==> src/rtl/lcg_stim_gen.sv <==
// lcg_stim_gen: fills OUT_W-bit stimulus vectors one 32-bit LCG word per cycle and commits each whole vector at once
//   clk, rst_n (async, active-low)
//   start/seed/cycles: launch a run of cycles+1 vectors from seed; stall freezes generation
//   in_flat/vec_valid: committed vector and its one-cycle strobe
//   busy/done/vec_count/rng_state: run status, commit count, current LCG state
module lcg_stim_gen #(
  parameter int OUT_W = 138,
  parameter int NW = (OUT_W + 31) / 32
) (
  input  logic             clk,
  input  logic             rst_n,
  input  logic             start,
  input  logic [31:0]      seed,
  input  logic [31:0]      cycles,
  input  logic             stall,
  output logic [OUT_W-1:0] in_flat,
  output logic             vec_valid,
  output logic             busy,
  output logic             done,
  output logic [31:0]      vec_count,
  output logic [31:0]      rng_state
);
  localparam int KW = NW > 1 ? $clog2(NW) : 1;
  typedef enum logic [1:0] {IDLE, FILL, DONE} state_t;
  state_t state, state_n;
  logic [KW-1:0] k;
  logic [32*NW-1:0] shadow, shadow_n;
  logic [32:0] remaining;
  logic [31:0] nxt;
  logic accept, step_en, last, fin;
  assign nxt = rng_state * 32'h41C64E6D + 32'h3039;
  assign accept = start && state != FILL;
  assign step_en = state == FILL && !stall;
  assign last = step_en && k == KW'(NW - 1);
  // the 33-bit count lets cycles=FFFFFFFF still mean 2^32 vectors
  assign fin = last && remaining == 33'd1;
  assign busy = state == FILL;
  assign done = state == DONE;
  // shadow with the word being generated this cycle merged in; the commit takes it whole
  always_comb begin
    shadow_n = shadow;
    shadow_n[32*k +: 32] = nxt;
  end
  always_comb begin
    state_n = state;
    if (accept) state_n = FILL;
    else if (fin) state_n = DONE;
  end
  always_ff @(posedge clk or negedge rst_n)
    if (!rst_n) state <= IDLE;
    else state <= state_n;
  always_ff @(posedge clk or negedge rst_n) begin
    if (!rst_n) begin
      k <= '0;
      shadow <= '0;
      in_flat <= '0;
      vec_valid <= 1'b0;
      vec_count <= '0;
      rng_state <= '0;
      remaining <= '0;
    end else begin
      vec_valid <= last;
      if (accept) begin
        rng_state <= seed;
        k <= '0;
        vec_count <= '0;
        remaining <= {1'b0, cycles} + 33'd1;
      end else if (step_en) begin
        rng_state <= nxt;
        shadow <= shadow_n;
        k <= last ? '0 : k + KW'(1);
        if (last) begin
          in_flat <= OUT_W'(shadow_n);
          vec_count <= vec_count + 32'd1;
          remaining <= remaining - 33'd1;
        end
      end
    end
  end
endmodule

==> config.mk <==
export PLATFORM = sky130hd
export DESIGN_NAME = lcg_stim_gen
export DESIGN_NICKNAME = d
export VERILOG_FILES = /design/src/rtl/lcg_stim_gen.sv
export SDC_FILE = /design/constraint.sdc
export NUM_CORES = 1
export LEC_CHECK = 0
export CAP_MARGIN = 30
export CELL_PAD_IN_SITES_DETAIL_PLACEMENT = 0
export CELL_PAD_IN_SITES_GLOBAL_PLACEMENT = 1
export CORE_ASPECT_RATIO = 1.2
export CORE_UTILIZATION = 40
export CTS_CLUSTER_SIZE = 28
export DETAILED_ROUTE_END_ITERATION = 6
export PLACE_DENSITY = 0.7
export SLEW_MARGIN = 0
export SYNTH_ARGS = -nofsm -noshare
export SYNTH_HDL_FRONTEND = slang
export SYNTH_SLANG_ARGS = --single-unit
==> constraint.sdc <==
create_clock -name clk -period 7.6 [get_ports clk]
set_input_delay 2.28 -clock clk [delete_from_list [all_inputs] [get_ports clk]]
set_output_delay 2.28 -clock clk [all_outputs]
set_load 0.05 [all_outputs]
# --- Yosys cells after proc, flatten, opt, wreduce, memory -nomap -nowiden ---
# Index checks and enable logic that the tools add are counted.
# W data, S select, Z words.
totals:
  register_bits: 401
  latch_bits: 0
  mem_bits_rw: 0
  mem_bits_ro: 0
  out_inout_bits: 205
  word_cells: 48
  n_memories: 0
classes:
  addsub: 6
  n_mul: 1
  div: 0
  order_cmp: 0
  n_eq_ne: 5
  n_shift: 2
  mux: 14
  bitwise_logic: 1
  n_reduce_logical: 11
op_table:
  columns: ["op", "count"]
  rows:
  - ["$bwmux W160", 1]
  - ["$mux W32", 5]
  - ["$shift A32 B34 Y160 const A", 1]
  - ["$shiftx A32 B34 Y160", 1]
  - ["$mux W33", 3]
  - ["$neg A8 Y34", 1]
  - ["$add A32 B1 Y33 const B", 1]
  - ["$eq A33 B1 Y1 const B", 1]
  - ["$sub A33 B1 Y33 const B", 1]
  - ["$add A32 B1 Y32 const B", 1]
  - ["$add A32 B14 Y32 const B", 1]
  - ["$mul A32 B31 Y32 const B", 1]
  - ["$mux W3", 3]
  - ["$reduce_bool A2 Y1", 3]
  - ["$logic_and A1 B1 Y1", 4]
  - ["$mux W2", 2]
  - ["$reduce_and A2 Y1", 2]
  - ["$add A3 B1 Y3 const B", 1]
  - ["$eq A3 B3 Y1 const B", 1]
  - ["$reduce_and A3 Y1", 1]
  - ["$eq A2 B1 Y1 const B", 1]
  - ["$eq A2 B2 Y1 const B", 1]
  - ["$ne A2 B1 Y1 const B", 1]
  - ["$logic_not A1 Y1", 1]
  - ["$not A1 Y1", 1]

# --- Longest topological paths before layout ---
# Gate-level depths: netlist (run 1).
logic_depth:
  ltp_word: 6
  mapped_depth: 29

# --- Worst setup path before layout (run 1) ---
# Ideal clock, no wire load.
synth_path:
  path_type: "reg2reg"
  startpoint: "register rng_state[0]"
  endpoint: "register in_flat[28]"
  arrival_ps: 7151
  setup_slack_ps: 317
  stages_incl_launch_ff: 28
  n_path_buf: 3
  period_less_slack_ps: 7283
  cell_sequence: "dfrtp_1 > clkbuf_1 > inv_1 > ha_1 > clkbuf_1 > inv_1 > ha_1 > inv_1 > fa_1 > inv_1 > fa_1 > ha_1 > inv_1 > fa_1 > inv_1 > fa_1 > inv_1 > fa_1 > inv_1 > ha_1 > clkbuf_1 > a21o_1 > a221o_1 > nor4_1 > a221oi_1 > or4_1 > nand3_1 > o21ai_0"
synth_between:
  elab_chain_cells: 4
synth_lines:
  columns: ["element", "line_no", "text"]
  rows:
  - ["start, declared", "21", "output logic [31:0] rng_state"]
  - ["start signal, assigned", "69", "rng_state <= nxt;"]
  - ["$mul A32 B31 Y32", "31", "assign nxt = rng_state * 32'h41C64E6D + 32'h3039;"]
  - ["$add A32 B14 Y32", "31", null]
  - ["$shiftx A32 B34 Y160", "42", "shadow_n[32*k +: 32] = nxt;"]
  - ["$bwmux W160", "42", null]
  - ["end signal, assigned", "73", "in_flat <= OUT_W'(shadow_n);"]
  - ["end, declared", "16", "output logic [OUT_W-1:0] in_flat,"]
# Every way passes these cells.
# A chain may end at the register's enable or synchronous reset.

# --- Worst setup path in the final report (run 1) ---
layout_path:
  startpoint: "register rng_state[7]"
  endpoint: "register in_flat[91]"
# Same word-level chain as after synthesis.

==> metrics.cfg, run 1 <==
[worst_hold_path]
holdPathStages = 2
hp-class = reg2reg
hp-start = shadow[60]
holdPathEnd = shadow[60]

[global_routing]
grt_use_met3_pct = 5.23
grtUsageTotal_pct = 26.6
grt_max_degree = 131
busiest_layer = met2
grt_pass1_vias = 21600
grt-ovfl-total = 0
met1_usage_pct = 33.5
grt_pass1_wl_um = 132000
antenna_found_initial = 1
use_met2_pct = 45.5

[clock_tree]
cts.clk_slew.worst_paths_ps = 60
clock_latency_ps = 590
cts_tree = done
cts_buffers = 44
h-tree-depth = 2
cts.sinks = 379
root_buffer = clkbuf_16
max-clock-path-buffers = 3
cts-hold-fix-buffers = 0

[synthesis]
async_reset_ff_share_pct = 100
synth_compound_area_share_pct = 12.5
yosysTopAreaCell = dfrtp_1
synthMuxAreaShare_pct = 1.42
ys_types = 71
synth_edf_count = 0
seq_area_frac_synth_pct = 36.5
netlist_top_cells_area = dfrtp_1, fa_1, ha_1
synth_nets = 3162
yosys_warnings = 0
ys_ff_latch = 379
synthCells = 2691
synth_area_mm2 = 0.0260
synth_adder_area_share_pct = 24.8
synth_xor_area_share_pct = 4.52
synth_top_family_by_area = adder cells
synth_top_cell_area_share_pct = 36.5
syn-mean-instance-area_um2 = 9.65
synth_flop_cell = dfrtp_1
synth_simple_gate_area_share_pct = 12.1

[worst_setup_path]
rr_startpoint = rng_state[7]
reg2reg_slack_ps = 320
critical_path_peak_fanout = 8
ff2ff_path_depth = 24
crit_required_ps = 8040
crit_type = reg2reg
startpoint_type = flip-flop
cp-end-kind = flip-flop
rr_endpoint = in_flat[91]
cp.arrival_ps = 7730

[detailed_routing]
routed_wl_um = 85000
drc = 0
postRouteAntennaNets = 0
drt_first_pass_iters = 5
num_vias = 20500
via_per_inst = 5.36
drt_iter0_drc = 1537
wire_per_inst_um = 22.3

[sta]
drv_slew = 0
relSlewSlack_pct = 29.2
tightest_slew_ps = 1060
period_minus_slack_ps = 7280
tns_ps = 0
rsz0062_at_grt = no
fin_worst_skew_ps = 18.5
setup_viol = 0
finalCritPeriodShare_pct = 95.8
timing.fmax_mhz = 137
finalHoldViolations = 0

[die]
pin_count = 273
initial_core_util_pct = 40.8
rows = 101
coreArea_mm2 = 0.0637
die_area_mm2 = 0.0659
fp.dieH_um = 281
die_w_um = 235

[place]
dp_hpwl_um = 65500
globalplace.congestion = 0.974
io_buffers = 272

[final_layout]
nets = 3431
syn2layout_area_growth_pct = 21.2
drive_above_1_share_pct = 6.45
diodes = 0

[run_status]
status = complete, no violations

[run]
cap_violations = 0

cells by family after synthesis:
kind of cell / after synthesis
and+or+nand+nor: 697
buffers and inverters: 555
AOI/OAI and AO/OA: 489
adders and majority gates: 403
DFF: 379
xor gates and xnor gates: 134
muxes: 34
Yosys cell counts, types with 8 or more instances:
master,number
nand2b_1,9
and4_1,9
nand3_1,40
nor3_1,35
fa_1,187
a21o_1,12
a22oi_1,28
dfrtp_1,379
a221o_1,18
xor2_1,56
mux2_2,22
ha_1,216
nor4_1,10
nand2_1,231
o21ai_0,160
and3_1,41
a211oi_1,8
a31oi_1,21
clkbuf_1,111
xnor2_1,78
mux2i_1,12
o21a_1,8
nand4_1,18
nor2_1,251
or4_1,14
or3_1,15
a22o_1,48
a21oi_1,87
inv_1,431
a221oi_1,62
what timing repair did:
action                                  in CTS  in global routing
endpoints found under the setup margin       0                 37
setup buffers                                0                  1
gates resized for setup                      0                  9
layout make-up:
cell class                 count  area (µm²)
timing repair buffer         346        3340
tap                          824        1030
inverter                     432        1620
fill                        6042       32200
clock inverter                14         215
multi-input combinational   1757       14500
clock buffer                  65        1290
sequential                   379        9480
layout by cell type (no fill, tap or decap), types with 4 or more instances in the layout:
master | netlist | layout
and4_1 | 9 | 9
a21oi_1 | 87 | 87
a22oi_1 | 28 | 28
nand3_1 | 40 | 39
fa_1 | 187 | 187
bufinv_16 | 0 | 4
o211ai_1 | 4 | 4
or3_1 | 15 | 15
mux2i_1 | 12 | 12
o21ai_0 | 160 | 159
a221oi_1 | 62 | 61
a221o_1 | 18 | 18
dfrtp_1 | 379 | 379
and3_1 | 41 | 41
xor2_1 | 56 | 55
nor3_1 | 35 | 33
nor2b_1 | 4 | 4
clkdlybuf4s50_1 | 0 | 271
clkbuf_8 | 1 | 11
or4_1 | 14 | 14
clkbuf_1 | 111 | 10
mux2_2 | 22 | 22
xnor2_1 | 78 | 76
a21o_1 | 12 | 12
nand4_1 | 18 | 18
inv_1 | 431 | 430
o21a_1 | 8 | 7
a31oi_1 | 21 | 19
clkinv_4 | 0 | 4
a211oi_1 | 8 | 8
nor2_1 | 251 | 249
buf_4 | 2 | 70
nor4_1 | 10 | 9
clkbuf_16 | 0 | 44
a22o_1 | 48 | 48
nand2b_1 | 9 | 9
ha_1 | 216 | 216
nand2_1 | 231 | 231
through the flow:
stage / area [µm²] / cells / setup WS [ps] / hold slack [ps] / utilization (%)
floorplan: 26000 / 2691 / 317 / 442 / -
global placement: 29800 / 3732 / 94.6 / 454 / 46.8
detailed placement: 29900 / 3737 / 118 / 464 / 46.9
CTS: 31400 / 3816 / 88.9 / 477 / 49.3
global route: 31400 / 3817 / 19.4 / 489 / 49.4
finish: 31400 / 3817 / 316 / 472 / 49.4
sequential cells by signal, summed over array words and instances (netlist names):
name and cells:
k 3, vec_valid 1, remaining 33, vec_count 32
in_flat 138, shadow 138, rng_state 32, state 2
worst max-delay path, cell delays in order, from the launching register on:
cell,delay [ps]
dfrtp_1,480
buf_4,210
ha_1,290
xor2_1,210
ha_1,200
a21oi_1,200
fa_1,480
fa_1,560
inv_1,60
fa_1,510
fa_1,440
fa_1,550
inv_1,60
fa_1,530
inv_1,40
ha_1,370
a21oi_1,190
nor2_1,80
a2111oi_0,380
nand4_1,260
o211ai_1,230
xor2_2,200
buf_4,210
a2bb2oi_1,270
o21ai_0,110
worst max path at each step:
stage	from	endpoint	slack (ps)	cells past startpoint
3_5_place_dp	rng_state[6]	in_flat[91]	120	25
4_1_cts	rng_state[6]	in_flat[91]	90	25
5_1_grt	rng_state[7]	shadow[92]	20	22
2_1_floorplan	rng_state[0]	in_flat[28]	320	27
6_report	rng_state[7]	in_flat[91]	320	24
3_3_place_gp	rng_state[7]	in_flat[91]	90	25
layer usage:
metal,vias up,share of wire (%)
met5,-,0
met1,10300,41
met2,547,50
li1,9464,-
met4,0,3.3
met3,123,6.0
Power of run 1 is not shown: default switching activity piles up to over one toggle a cycle in this logic, so the estimate is an artifact.
==> run 2, diff against run 1 <==
CORE_ASPECT_RATIO = 0.7   (was 1.2)
==> run 2 against run 1 <==
- core utilization decreased by 0.26 points
- sequential share of layout area rose by 0.17 points
- die area about the same
- register-to-register slack barely moved
- clock skew is 9.6 ps higher
- maximum frequency up 0.16%
- critical path type unchanged
- critical endpoint is now shadow[53]
- clock-buffer cell count down 9
- setup slack better by 12 ps
- non-clock buffer count fell by 4
- via count up 0.58%
==> metrics.cfg, run 2 (synthesis gave the netlist of run 1 again) <==
[final_layout]
diodes = 0  ; unchanged
instances_no_fill = 3849  ; +0.84%
nets = 3423  ; -0.23%
top_regs = in_flat: 138 flops, shadow: 138 flops, remaining: 33 flops
post-route-util_pct = 49.1  ; -0.26 points
mostFrequentLayoutCells = inv_1, dfrtp_1, clkdlybuf4s50_1
syn2layout_area_growth_pct = 20.5
layout.cells.most_common = inv_1
fillCellCount = 5968  ; -1.2%
drive_above_1_share_pct = 6.11  ; -0.34 points

[global_routing]
grtUsageTotal_pct = 26.8  ; +0.21 points
grt-ovfl-total = 0  ; unchanged
grt_pass1_wl_um = 133000  ; +0.30%
grt_pass1_vias = 21000  ; -3.1%
met1_usage_pct = 40.7  ; +7.2 points
antenna_found_initial = 2  ; +1
grt_use_met3_pct = 8.42  ; +3.2 points
busiest_layer = met1
grt_max_degree = 157  ; +20%
use_met2_pct = 37.1  ; -8.4 points

[place]
pre_cts_slack_ps = 49.5  ; -68.2 ps
dp.cells = 3776  ; +1.0%
dp_hpwl_um = 66100  ; +0.91%
globalplace.congestion = 0.978  ; +0.38%
io_buffers = 272  ; unchanged

[worst_setup_path]
crit_type = reg2reg
critical_path_peak_fanout = 10  ; +2
startpoint_type = flip-flop
cp.arrival_ps = 7700  ; -30 ps
cp-end-kind = flip-flop
crit_required_ps = 8030  ; about the same

[die]
coreArea_mm2 = 0.0637  ; about the same
pin_count = 273  ; unchanged
initial_core_util_pct = 40.8  ; about the same
rows = 77  ; -24%
die_area_mm2 = 0.0659  ; about the same
die_w_um = 306  ; +31%
fp.dieH_um = 215  ; -23%

[sta]
relSlewSlack_pct = 29.6  ; +0.38 points
finalCritPeriodShare_pct = 95.7  ; -0.16 points
finalHoldViolations = 0  ; unchanged
setup_viol = 0  ; unchanged
rsz0062_at_grt = no
period_minus_slack_ps = 7270  ; -11.9 ps
worst_slack_ps = 328  ; +11.9 ps
timing.fmax_mhz = 138  ; +0.16%
fin_worst_skew_ps = 28.2  ; +9.62 ps
drv_slew = 0  ; unchanged
tightest_slew_ps = 1050  ; -10.8 ps
tns_ps = 0  ; unchanged

[detailed_routing]
via_per_inst = 5.35  ; -0.26%
wire_per_inst_um = 22.4  ; +0.62%
drt_iter0_drc = 1665  ; +8.3%
routed_wl_um = 86300  ; +1.5%
num_vias = 20600  ; +0.58%
drt_first_pass_iters = 5  ; unchanged
postRouteAntennaNets = 0  ; unchanged
drc = 0  ; unchanged

[clock_tree]
clock_latency_ps = 590  ; about the same
cts.clk_slew.worst_paths_ps = 70  ; about the same
root_buffer = clkbuf_16
cts_tree = done
h-tree-depth = 2  ; unchanged
cts_buffers = 40  ; -9.1%
max-clock-path-buffers = 3  ; unchanged
cts.sinks = 379  ; unchanged

[worst_hold_path]
hp-class = reg2reg

[run_status]
status = complete, no violations

[run]
cap_violations = 0  ; unchanged

[run 2: per-stage QoR]
step	area [µm²]	hold slack [ps]
finish	31300	478
global route	31300	504
CTS	31200	479
detailed placement	29900	465
global placement	29800	454
floorplan	26000	442
[run 2: what timing repair did]
| item | in CTS | in global routing |
|---|---|---|
| resized for setup | 0 | 11 |
| hold buffers | 0 | 0 |
| endpoints found under the setup margin | 0 | 56 |
| setup buffers | 0 | 1 |
[run 2: worst paths after layout]
| path | from | end | slack, ps | depth (start not counted) |
|---|---|---|---|---|
| max | rng_state[8] | shadow[53] | 330 | 23 |
| max reg2reg | rng_state[8] | shadow[53] | 330 | 23 |
| min in group asynchronous | rst_n | in_flat[46] | 1740 | 1 |
| min | shadow[127] | shadow[127] | 480 | 2 |
| min reg2reg | shadow[127] | shadow[127] | 480 | 2 |
| max in group asynchronous | rst_n | remaining[22] | 4450 | 2 |
[run 2: cell type report]
type	instances	area, µm²	area share (%)
sequential	379	9490	30.3
clock buffer	56	1100	3.52
clock inverter	14	181	0.580
inverter	432	1620	5.19
timing repair buffer	342	3330	10.6
multi-input combinational	1757	14500	46.3
tap	869	1090	3.48
[run 2: per-layer routing]
| layer | wire [µm] | vias to the layer above |
|---|---|---|
| met1 | 41900 | 10300 |
| met4 | 1540 | 2 |
| met5 | 13 | - |
| li1 | - | 9446 |
| met3 | 7940 | 87 |
| met2 | 34900 | 705 |
[run 2: worst max-delay path, cell delays in order, from the launching register on]
cell      delay [ps]
dfrtp_2          500
ha_1             470
fa_1             550
fa_1             520
inv_1             50
fa_1             530
inv_1             40
ha_1             260
inv_1             50
fa_1             470
inv_1             50
fa_1             540
inv_1             60
fa_1             530
inv_1             40
ha_1             390
and4_1           290
nand4_1          330
a21boi_0         340
o21ai_0          150
nor3b_1          180
a311oi_1         350
buf_4            290
o21ai_0          120
Power of run 2 is left out for the same reason.
==> run 3, diff against run 2 <==
ABC_AREA = 1   (was unset)
PLACE_DENSITY = 0.72   (was 0.7)
==> run 3 against run 2 <==
- die area rose by 6.2%
- critical path depth rose by 3
- final cell count rose by 19%
- clock skew rose by 21 ps
- area after synthesis rose by 6.2%
- first-iteration DRC count rose by 20%
- sequential cell count did not move
- core utilization fell by 0.91 points
- sequential share of layout area fell by 1.5 points
- clock-buffer cell count rose by 1
- global-route usage rose by 0.095 points
==> metrics.cfg, run 3 <==
[synthesis]
synth_area_mm2 = 0.0276  ; +6.2%
ys_types = 56  ; -21%
ys_ff_latch = 379  ; unchanged
synthMuxAreaShare_pct = 0.327  ; -1.1 points
synth_simple_gate_area_share_pct = 19.8  ; +7.7 points
seq_area_frac_synth_pct = 34.4  ; -2.1 points
synth_flop_cell = dfrtp_1
yosysMostFrequentCell = nand2_1
synth_adder_area_share_pct = 23.4  ; -1.5 points
synth_edf_count = 0  ; unchanged
async_reset_ff_share_pct = 100  ; unchanged
synth_common_cells = nand2_1, inv_1, dfrtp_1, o21ai_0, ha_1
synth_top_family_by_area = adder cells
yosysTopAreaCell = dfrtp_1
synth_compound_area_share_pct = 9.77  ; -2.7 points
synth_nets = 3874  ; +23%
synth_top_cell_area_share_pct = 34.4  ; -2.1 points
synthCells = 3403  ; +26%
yosys_warnings = 0  ; unchanged
syn-mean-instance-area_um2 = 8.10  ; -16%
synth_xor_area_share_pct = 2.06  ; -2.5 points
netlist_top_cells_area = dfrtp_1, fa_1, nand2_1

[global_routing]
grt-ovfl-total = 0  ; unchanged
busiest_layer = met1
met1_usage_pct = 41.5  ; +0.79 points
grt_max_degree = 130  ; -17%
use_met2_pct = 36.6  ; -0.52 points
grt_pass1_wl_um = 142000  ; +6.8%
grtUsageTotal_pct = 26.9  ; +0.095 points
grt_pass1_vias = 22400  ; +6.7%
grt_use_met3_pct = 8.33  ; -0.089 points
antenna_found_initial = 4  ; +2

[worst_setup_path]
cp.arrival_ps = 7680  ; -20 ps
cp-end-kind = flip-flop
crit_type = reg2reg
crit_required_ps = 8120  ; +90 ps
startpoint_type = flip-flop
crit_slowest_cell = fa_1
cpPeakStageDelay_ps = 560  ; about the same
crit_top_cell = fa_1
crit_family = adder cells
cp_num_buf_inv = 4  ; -3
critical_path_peak_fanout = 7  ; -3

[detailed_routing]
drt_first_pass_iters = 6  ; +1
postRouteAntennaNets = 0  ; unchanged
routed_wl_um = 92300  ; +6.9%
via_per_inst = 5.01  ; -6.2%
drt_iter0_drc = 1994  ; +20%
num_vias = 23000  ; +12%
drc = 0  ; unchanged
wire_per_inst_um = 20.1  ; -10%

[die]
die_w_um = 316  ; +3.0%
pin_count = 273  ; unchanged
rows = 80  ; +3.9%
die_area_mm2 = 0.0700  ; +6.2%
fp.dieH_um = 222  ; +3.0%
coreArea_mm2 = 0.0682  ; +7.0%
initial_core_util_pct = 40.4  ; -0.31 points

[sta]
period_minus_slack_ps = 7160  ; -110 ps
drv_slew = 0  ; unchanged
tns_ps = 0  ; unchanged
fin_worst_skew_ps = 48.9  ; +20.7 ps
tightest_slew_ps = 927  ; -124 ps
finalCritPeriodShare_pct = 94.2  ; -1.4 points
finalHoldViolations = 0  ; unchanged
setup_viol = 0  ; unchanged
timing.fmax_mhz = 140  ; +1.5%
relSlewSlack_pct = 38.2  ; +8.6 points
rsz0062_at_grt = no

[clock_tree]
root_buffer = clkbuf_16
cts_buffers = 42  ; +5.0%
clock_latency_ps = 610  ; +20 ps
cts.sinks = 379  ; unchanged
h-tree-depth = 2  ; unchanged
cts_tree = done
post-cts-setup-buffer-count = 0  ; unchanged
cts.clk_slew.worst_paths_ps = 70  ; about the same
max-clock-path-buffers = 3  ; unchanged

[place]
globalplace.congestion = 0.951  ; -2.8%
io_buffers = 272  ; unchanged
dp_hpwl_um = 70800  ; +7.2%

[run]
cap_violations = 0  ; unchanged

[final_layout]
top_regs = in_flat: 138 flops, shadow: 138 flops, remaining: 33 flops
nets = 4125  ; +21%
mostFrequentLayoutCells = nand2_1, inv_1, dfrtp_1
layout.cells.most_common = nand2_1
fillCellCount = 6687  ; +12%
drive_above_1_share_pct = 4.54  ; -1.6 points
syn2layout_area_growth_pct = 19.2

[run_status]
status = complete, no violations

[worst_hold_path]
hp-class = reg2reg

-- run 3: cell count changes after synthesis, moves of 23 or more --
cell,before,now
nor2_1,251,142
nand2_1,231,956
a221oi_1,62,1
nand3_1,40,99
and3_1,41,1
inv_1,431,633
o211ai_1,4,27
o22ai_1,3,46
xnor2_1,78,23
o21ai_0,160,241
a22o_1,48,3
a22oi_1,28,2
-- run 3: kinds of logic after synthesis --
group	Yosys count
and+or+nand+nor	1322
buffers and inverters	751
AOI/OAI and AO/OA	474
adders and majority gates	403
DFF	379
xor gates and xnor gates	65
muxes	9
-- run 3: cell type report --
type | instances | area (µm²) | share of cell area (%)
inverters | 642 | 2410 | 7.35
clock inverters | 14 | 186 | 0.567
flip-flops and latches | 379 | 9480 | 28.9
clock buffers | 57 | 1220 | 3.71
repair buffers | 316 | 3100 | 9.42
well taps | 902 | 1130 | 3.43
multi-input cells | 2273 | 15300 | 46.6
diodes | 1 | 2.50 | 0.00762
-- run 3: routing by layer --
layer | part of all wire, % | vias up
li1 | - | 11200
met1 | 49 | 11000
met2 | 40 | 746
met3 | 9.2 | 86
met4 | 1.8 | 6
met5 | 0.049 | -
-- run 3: stage by stage --
| stage | std cells | util [%] | hold WS, ps | instance area, µm² | setup slack [ps] |
|---|---|---|---|---|---|
| 4_1_cts | 4583 | 48.2 | 475 | 32800 | 286 |
| 3_3_place_gp | 4512 | 46.1 | 457 | 31400 | 430 |
| 3_5_place_dp | 4512 | 46.1 | 463 | 31400 | 347 |
| 2_1_floorplan | 3403 | - | 442 | 27600 | 1080 |
| 6_report | 4584 | 48.2 | 471 | 32900 | 437 |
| 5_1_grt | 4583 | 48.2 | 487 | 32900 | 37.2 |
-- run 3: final timing paths --
check | from | endpoint | slack, ps | depth (start not counted)
setup / recovery | rng_state[8] | shadow[121] | 440 | 26
hold / removal | vec_count[31] | vec_count[31] | 470 | 1
setup reg to reg | rng_state[8] | shadow[121] | 440 | 26
hold reg to reg | vec_count[31] | vec_count[31] | 470 | 1
max in group asynchronous | rst_n | in_flat[47] | 4610 | 2
min in group asynchronous | rst_n | shadow[9] | 1690 | 1
-- run 3: repair_timing --
action | 4_1_cts | 5_1_grt
hold buffers | 0 | 0
hold endpoints to repair | 0 | 0
resized for setup | 0 | 4
setup endpoints to repair | 0 | 27
Power of run 3 is left out for the same reason.
